==> config.mk <==
export PLATFORM = sky130hd
export DESIGN_NAME = decode_pipe
export DESIGN_NICKNAME = d
export VERILOG_FILES = /design/src/rtl/control_pkg.sv /design/src/rtl/decode_regfile.sv /design/src/rtl/decode_pipe.sv
export SDC_FILE = /design/constraint.sdc
export NUM_CORES = 2
export LEC_CHECK = 0
export ABC_AREA = 1
export CELL_PAD_IN_SITES_DETAIL_PLACEMENT = 0
export CELL_PAD_IN_SITES_GLOBAL_PLACEMENT = 1
export CORE_AREA = 5 5 385 387
export DETAILED_ROUTE_END_ITERATION = 12
export DIE_AREA = 0 0 390 392
export GPL_TIMING_DRIVEN = 1
export PLACE_DENSITY_LB_ADDON = 0.1
export SYNTH_ARGS = -nofsm -noshare
export SYNTH_HDL_FRONTEND = slang
export SYNTH_HIERARCHICAL = 1
export SYNTH_SLANG_ARGS = --single-unit
==> constraint.sdc <==
create_clock -name clk -period 3.25 [get_ports clk]
set_input_delay 0.4875 -clock clk [delete_from_list [all_inputs] [get_ports clk]]
set_output_delay 0.4875 -clock clk [all_outputs]
set_load 0.05 [all_outputs]
==> src/rtl/control_pkg.sv <==
// Shared decode types: control bundle carried from IF/ID to EX, immediate
// format selectors and branch funct3 encodings.
package control_pkg;

    localparam logic [2:0] IMM_I = 3'd1;
    localparam logic [2:0] IMM_S = 3'd2;
    localparam logic [2:0] IMM_B = 3'd3;
    localparam logic [2:0] IMM_U = 3'd4;
    localparam logic [2:0] IMM_J = 3'd5;

    localparam logic [2:0] BR_EQ  = 3'b000;
    localparam logic [2:0] BR_NE  = 3'b001;
    localparam logic [2:0] BR_LT  = 3'b100;
    localparam logic [2:0] BR_GE  = 3'b101;
    localparam logic [2:0] BR_LTU = 3'b110;
    localparam logic [2:0] BR_GEU = 3'b111;

    typedef struct packed {
        logic [4:0] rs1;
        logic [4:0] rs2;
        logic [4:0] rd;
        logic       regwen;
        logic       memread;
        logic       branch;
        logic [2:0] imm_sel;
        logic [3:0] alu_op;
    } control_signals_t;

endpackage

==> src/rtl/decode_regfile.sv <==
// Architectural register file with two combinational read ports and an
// optional same-cycle writeback bypass; x0 is hardwired to zero.
module decode_regfile #(
    parameter int unsigned  XLEN      = 32,
    parameter int unsigned  NREGS     = 32,
    parameter int unsigned  BYPASS_WB = 1,
    localparam int unsigned AW        = $clog2(NREGS)
) (
    input  logic            clk,
    input  logic            rst,
    input  logic [AW-1:0]   rs1_addr,
    input  logic [AW-1:0]   rs2_addr,
    input  logic [AW-1:0]   wb_rd,
    input  logic [XLEN-1:0] wb_data,
    input  logic            wb_regwen,
    output logic [XLEN-1:0] rs1_data,
    output logic [XLEN-1:0] rs2_data
);

    logic [XLEN-1:0] regs [NREGS];

    always_ff @(posedge clk or negedge rst) begin
        if (!rst) begin
            for (int unsigned i = 0; i < NREGS; i++) begin
                regs[i] <= '0;
            end
        end else if (wb_regwen && wb_rd != '0) begin
            regs[wb_rd] <= wb_data;
        end
    end

    always_comb begin
        rs1_data = regs[rs1_addr];
        if (BYPASS_WB != 0 && wb_regwen && wb_rd == rs1_addr && rs1_addr != '0) begin
            rs1_data = wb_data;
        end
    end

    always_comb begin
        rs2_data = regs[rs2_addr];
        if (BYPASS_WB != 0 && wb_regwen && wb_rd == rs2_addr && rs2_addr != '0) begin
            rs2_data = wb_data;
        end
    end

endmodule

==> src/rtl/decode_pipe.sv <==
// ID stage: operand read with WB bypass, immediate generation, branch
// compare, load-use interlock and the ID/EX register with valid/ready.
module decode_pipe
    import control_pkg::*;
#(
    parameter int unsigned  XLEN           = 32,
    parameter int unsigned  NREGS          = 32,
    parameter int unsigned  BYPASS_WB      = 1,
    parameter int unsigned  LOAD_USE_STALL = 1,
    parameter int unsigned  CNT_W          = 16,
    localparam int unsigned AW             = $clog2(NREGS)
) (
    input  logic             clk,
    input  logic             rst,
    input  logic             flush,
    input  logic             in_valid,
    output logic             in_ready,
    input  logic [31:0]      instr,
    input  logic [XLEN-1:0]  pc,
    input  control_signals_t ctrl_in,
    input  logic [AW-1:0]    wb_rd,
    input  logic [XLEN-1:0]  wb_data,
    input  logic             wb_regwen,
    output logic             out_valid,
    input  logic             out_ready,
    output logic [XLEN-1:0]  out_pc,
    output control_signals_t out_ctrl,
    output logic [XLEN-1:0]  out_rs1,
    output logic [XLEN-1:0]  out_rs2,
    output logic [XLEN-1:0]  out_imm,
    output logic             out_take_branch,
    output logic [CNT_W-1:0] stall_cnt
);

    logic [XLEN-1:0] rs1_val;
    logic [XLEN-1:0] rs2_val;
    logic [31:0]     imm32;
    logic [XLEN-1:0] imm_ext;
    logic            cmp;
    logic            take_branch;
    logic            hazard;
    logic            accept;
    logic            unused_opcode;

    // Opcode bits are decoded upstream into ctrl_in; only immediate fields matter here.
    assign unused_opcode = ^instr[6:0];

    decode_regfile #(
        .XLEN      (XLEN),
        .NREGS     (NREGS),
        .BYPASS_WB (BYPASS_WB)
    ) u_regfile (
        .clk       (clk),
        .rst       (rst),
        .rs1_addr  (ctrl_in.rs1[AW-1:0]),
        .rs2_addr  (ctrl_in.rs2[AW-1:0]),
        .wb_rd     (wb_rd),
        .wb_data   (wb_data),
        .wb_regwen (wb_regwen),
        .rs1_data  (rs1_val),
        .rs2_data  (rs2_val)
    );

    always_comb begin
        imm32 = '0;
        case (ctrl_in.imm_sel)
            IMM_I:   imm32 = {{20{instr[31]}}, instr[31:20]};
            IMM_S:   imm32 = {{20{instr[31]}}, instr[31:25], instr[11:7]};
            IMM_B:   imm32 = {{19{instr[31]}}, instr[31], instr[7], instr[30:25], instr[11:8], 1'b0};
            IMM_U:   imm32 = {instr[31:12], 12'b0};
            IMM_J:   imm32 = {{11{instr[31]}}, instr[31], instr[19:12], instr[20], instr[30:21], 1'b0};
            default: imm32 = '0;
        endcase
    end

    assign imm_ext = XLEN'($signed(imm32));

    always_comb begin
        cmp = 1'b0;
        case (ctrl_in.alu_op[2:0])
            BR_EQ:   cmp = (rs1_val == rs2_val);
            BR_NE:   cmp = (rs1_val != rs2_val);
            BR_LT:   cmp = ($signed(rs1_val) <  $signed(rs2_val));
            BR_GE:   cmp = ($signed(rs1_val) >= $signed(rs2_val));
            BR_LTU:  cmp = (rs1_val <  rs2_val);
            BR_GEU:  cmp = (rs1_val >= rs2_val);
            default: cmp = 1'b0;
        endcase
    end

    assign take_branch = cmp & ctrl_in.branch;

    assign hazard = (LOAD_USE_STALL != 0) && in_valid && out_valid && out_ctrl.memread
                 && (out_ctrl.rd != '0)
                 && (out_ctrl.rd == ctrl_in.rs1 || out_ctrl.rd == ctrl_in.rs2);

    assign in_ready = (!out_valid || out_ready) && !hazard && !flush;
    assign accept   = in_valid && in_ready;

    // Flush only drops valid; payload is don't-care until the next accept.
    always_ff @(posedge clk or negedge rst) begin
        if (!rst) begin
            out_valid       <= 1'b0;
            out_pc          <= '0;
            out_ctrl        <= '0;
            out_rs1         <= '0;
            out_rs2         <= '0;
            out_imm         <= '0;
            out_take_branch <= 1'b0;
        end else if (flush) begin
            out_valid       <= 1'b0;
        end else if (accept) begin
            out_valid       <= 1'b1;
            out_pc          <= pc;
            out_ctrl        <= ctrl_in;
            out_rs1         <= rs1_val;
            out_rs2         <= rs2_val;
            out_imm         <= imm_ext;
            out_take_branch <= take_branch;
        end else if (out_ready) begin
            out_valid       <= 1'b0;
        end
    end

    always_ff @(posedge clk or negedge rst) begin
        if (!rst) begin
            stall_cnt <= '0;
        end else if (hazard && stall_cnt != '1) begin
            stall_cnt <= stall_cnt + CNT_W'(1);
        end
    end

endmodule

==> results.sh <==
export IMPL_status="completed"
export IMPL_min_to="out_ctrl[17]"
export IMPL_cp_top_family="simple AND/OR/NAND/NOR gates"
export IMPL_finalSetupViolCount=0
export IMPL_design_area_um2=78670
export IMPL_relSlewSlack_pct=37.69
export IMPL_fillers=13990
export IMPL_stdcell_count=11630
export IMPL_wl_um=286400
export IMPL_dpl_instance_area_um2=73650
export IMPL_r2r_slack_ns=0.16
export IMPL_grt_usage_pct=36.62
export IMPL_synth_fp_nets=9431
export IMPL_clockRootBuffer="clkbuf_16"
export IMPL_cts_sinks=1195
export IMPL_ys_ff_latch=1195
export IMPL_wl_per_cell_um=24.62
export IMPL_cp_slowest_stage_delay_ns=0.32
export IMPL_first_iter_violations=8903
export IMPL_cpMaxStageDelayCell="nand2_1"
export IMPL_leakage_nw=37.41
export IMPL_yosys_area_top_type_share_pct=46.29
export IMPL_antenna_found_initial=24
export IMPL_synth_seq_area_share_pct=46.29
export IMPL_dpl_cell_count=11360
export IMPL_grt_max_degree=115
export IMPL_grt_pass1_vias=62990
export IMPL_grt_first_pass_wirelength_um=423900
export IMPL_r2r_start="u_regfile/regs[647]"
export IMPL_syn2layout_area_growth_pct=21.77
export IMPL_worstHoldStart="ctrl_in[17]"
export IMPL_final_nets=9755
export IMPL_crit_path_frequent_cell="nand2_1"
export IMPL_hold_slack_ns=0.1250
export IMPL_worstSetupStartpointType="input pin"
export IMPL_slew_violations=0
export IMPL_synth_area_leader_cell="dfrtp_1"
export IMPL_path_buf_inv=6
export IMPL_critPathKind="in2reg"
export IMPL_rr_endpoint="out_take_branch"
export IMPL_drc_errors=0
export IMPL_pin_count=304
export IMPL_synthFlopType="dfrtp_1"
export IMPL_dieArea_um2=152900
export IMPL_max_freq_mhz=314.5
export IMPL_synth_warnings=6
export IMPL_dr_pass1_iters=7
export IMPL_synthesis_area_um2=64610
export IMPL_cts_buffers=144
export IMPL_ir_worst_vdd_mv=0.4433
export IMPL_arrival_ns=3.84
export IMPL_synthTopCellsByCount="nand2_1 (3519), nand3_1 (1337), o21ai_0 (1210), dfrtp_1 (1195), nor2_1 (624)"
export IMPL_hold_class="in2reg"
export IMPL_endpoint_kind="flip-flop"
export IMPL_die_width_um=390
export IMPL_r2r_cells=22
export IMPL_post_dp_hpwl_um=190900
export IMPL_finalCritPeriodShare_pct=97.84
export IMPL_place_gp_congestion=0.9818
export IMPL_finClkSkew_ns=0.02481
export IMPL_max_cap_viol_count=0
export IMPL_cts_tree="built"
export IMPL_start_util_pct=44.71
export IMPL_worstMarginPinSlew_ns=0.9337
export IMPL_clkTransAtPathRegs_ns=0.06
export IMPL_ctsHtreeMaxLevel=4
export IMPL_vias=67690
export IMPL_critPathMaxFanout=23
export IMPL_grt_overflow_total=0
export IMPL_final_hold_viol_count=0
export IMPL_async_flop_share_pct=100.0
export IMPL_hold_depth=4
export IMPL_synth_most_common_cell="nand2_1"
export IMPL_synthCells=9266
export IMPL_core_area_um2=144500
export IMPL_synth_cell_types=33
export IMPL_crit_required_ns=3.91
export IMPL_portBuffers=296
export IMPL_die_h_um=392
export IMPL_synth_edff_count=0
export IMPL_drive_above_1_share_pct=9.787
export IMPL_ys_top_cells_by_area="dfrtp_1 (46%), nand2_1 (20%), nand3_1 (10%), o21ai_0 (9.4%), nor2_1 (3.6%)"
export IMPL_clockBufferDepth=3
export IMPL_rows=140
export IMPL_powerDensity_nw_per_um2=602.6
export IMPL_antenna_left=0
export IMPL_postSynthAreaPerCell_um2=6.972
export IMPL_fin_crit_ns=3.180
export IMPL_clk_insertion_delay_late_ns=0.77
export IMPL_routed_via_density=5.819
==> worst max-delay path by stage <==
stage,start,to,slack (ns),cells past startpoint
after floorplan,ctrl_in[15],out_take_branch,0.13,25
after global placement,wb_rd[1],out_take_branch,-0.69,25
after detailed placement,wb_rd[1],out_take_branch,-0.67,25
after CTS,wb_rd[1],out_take_branch,0.13,25
after global routing,wb_rd[3],out_take_branch,-0.007,26
final,ctrl_in[16],out_take_branch,0.07,26
==> per-layer routing <==
layer,part of all wire [%],GRT usage [%]
met1,42,52.53
met2,42,52.88
met3,11,8.237
met4,5.1,16.39
met5,0.012,0.7018
==> tightest hold or removal path, stage by stage <==
cell and delay, ns:
buf_4 0.11, buf_4 0.14, nand2_1 0.05, nand2_1 0.05
==> kinds of logic (layout without fill, tap and decap cells) <==
group	count (synthesis)	count (layout)	share of synthesized area, %
fa+ha+maj	33	33	0.6391
compound gates	1498	1498	11.80
flops	1195	1195	46.29
buf+inv	999	1430	6.137
other cells	0	19	0
simple gates	5518	5518	34.82
xor+xnor	23	23	0.3118
==> registers in the layout (all words and copies together), names as in the netlist <==
register,cells
stall_cnt,16
out_rs1,32
out_rs2,32
out_take_branch,1
out_valid,1
out_pc,32
u_regfile/regs,1024
out_imm,32
out_ctrl,25
==> power by group <==
part	internal, mW	total [mW]	leakage [nW]	switching [mW]
combinational	4.04	11.1	19.8	7.10
sequential	17.6	19.7	15.3	2.06
clock	9.93	16.6	2.36	6.65
==> layout by cell type, fill, tap and decap left out, types with 3 or more instances in the layout <==
cell type        synthesis  routed
xnor2_1                  8       8
nand2_2                  0      33
buf_12                   0     145
a21oi_1                149     146
buf_8                    1       5
inv_2                   10       9
nor3_1                  16      14
o21ai_1                 85      85
diode_2                  0      19
inv_6                    0       5
nor2_4                   0       7
nor4_1                   3       3
inv_8                    0       3
clkinv_2                 0      21
nand2_1               3519    3486
ha_1                    33      33
buf_6                   12       7
nand3_1               1337    1334
a21boi_0                 8       8
buf_4                    2     493
inv_1                  225     219
nor2_1                 624     617
nor3_2                   5       7
clkbuf_1               609      35
clkbuf_8                 0      30
nor2_2                   4       4
nand4_1                  7       7
clkdlybuf4s50_1          0     282
clkbuf_16                0     150
xor2_1                  15      15
o211ai_1                32      32
o22ai_1                  5       5
nand3_2                  1       4
o31ai_1                  6       6
dfrtp_1               1195    1195
bufinv_16                0      11
a21oi_2                  0       3
o21ai_0               1210    1210
==> timing repair <==
item / CTS / global route
resized for setup: 0 / 34
setup endpoints to repair: 0 / 1
setup buffers: 0 / 3
hold buffers: 1 / 0
endpoints found under the hold margin: 48 / 0
==> through the flow <==
stage | setup TNS [ns] | total power [mW] | setup WS (ns) | util, %
global placement | -0.6917 | 30.58 | -0.6917 | 50.96
global route | -0.006815 | 49.72 | -0.006815 | 54.43
detailed placement | -0.6685 | 30.80 | -0.6685 | 50.96
floorplan | 0 | 26.12 | 0.1270 | -
CTS | 0 | 47.43 | 0.1272 | 54.28
finish | 0 | 47.41 | 0.07007 | 54.44
==> cell type report <==
cell class | instances | area, um2 | area share (%)
Multi-Input combinational cell | 7072 | 30910 | 39.30
Sequential cell | 1195 | 29900 | 38.01
Timing Repair Buffer | 939 | 9678 | 12.30
Clock buffer | 214 | 4273 | 5.431
Tap cell | 1917 | 2399 | 3.049
Inverter | 238 | 942.2 | 1.198
Clock inverter | 39 | 513.0 | 0.6521
Antenna cell | 19 | 47.55 | 0.06044
No activity file was read; power rests on OpenSTA's default activity.
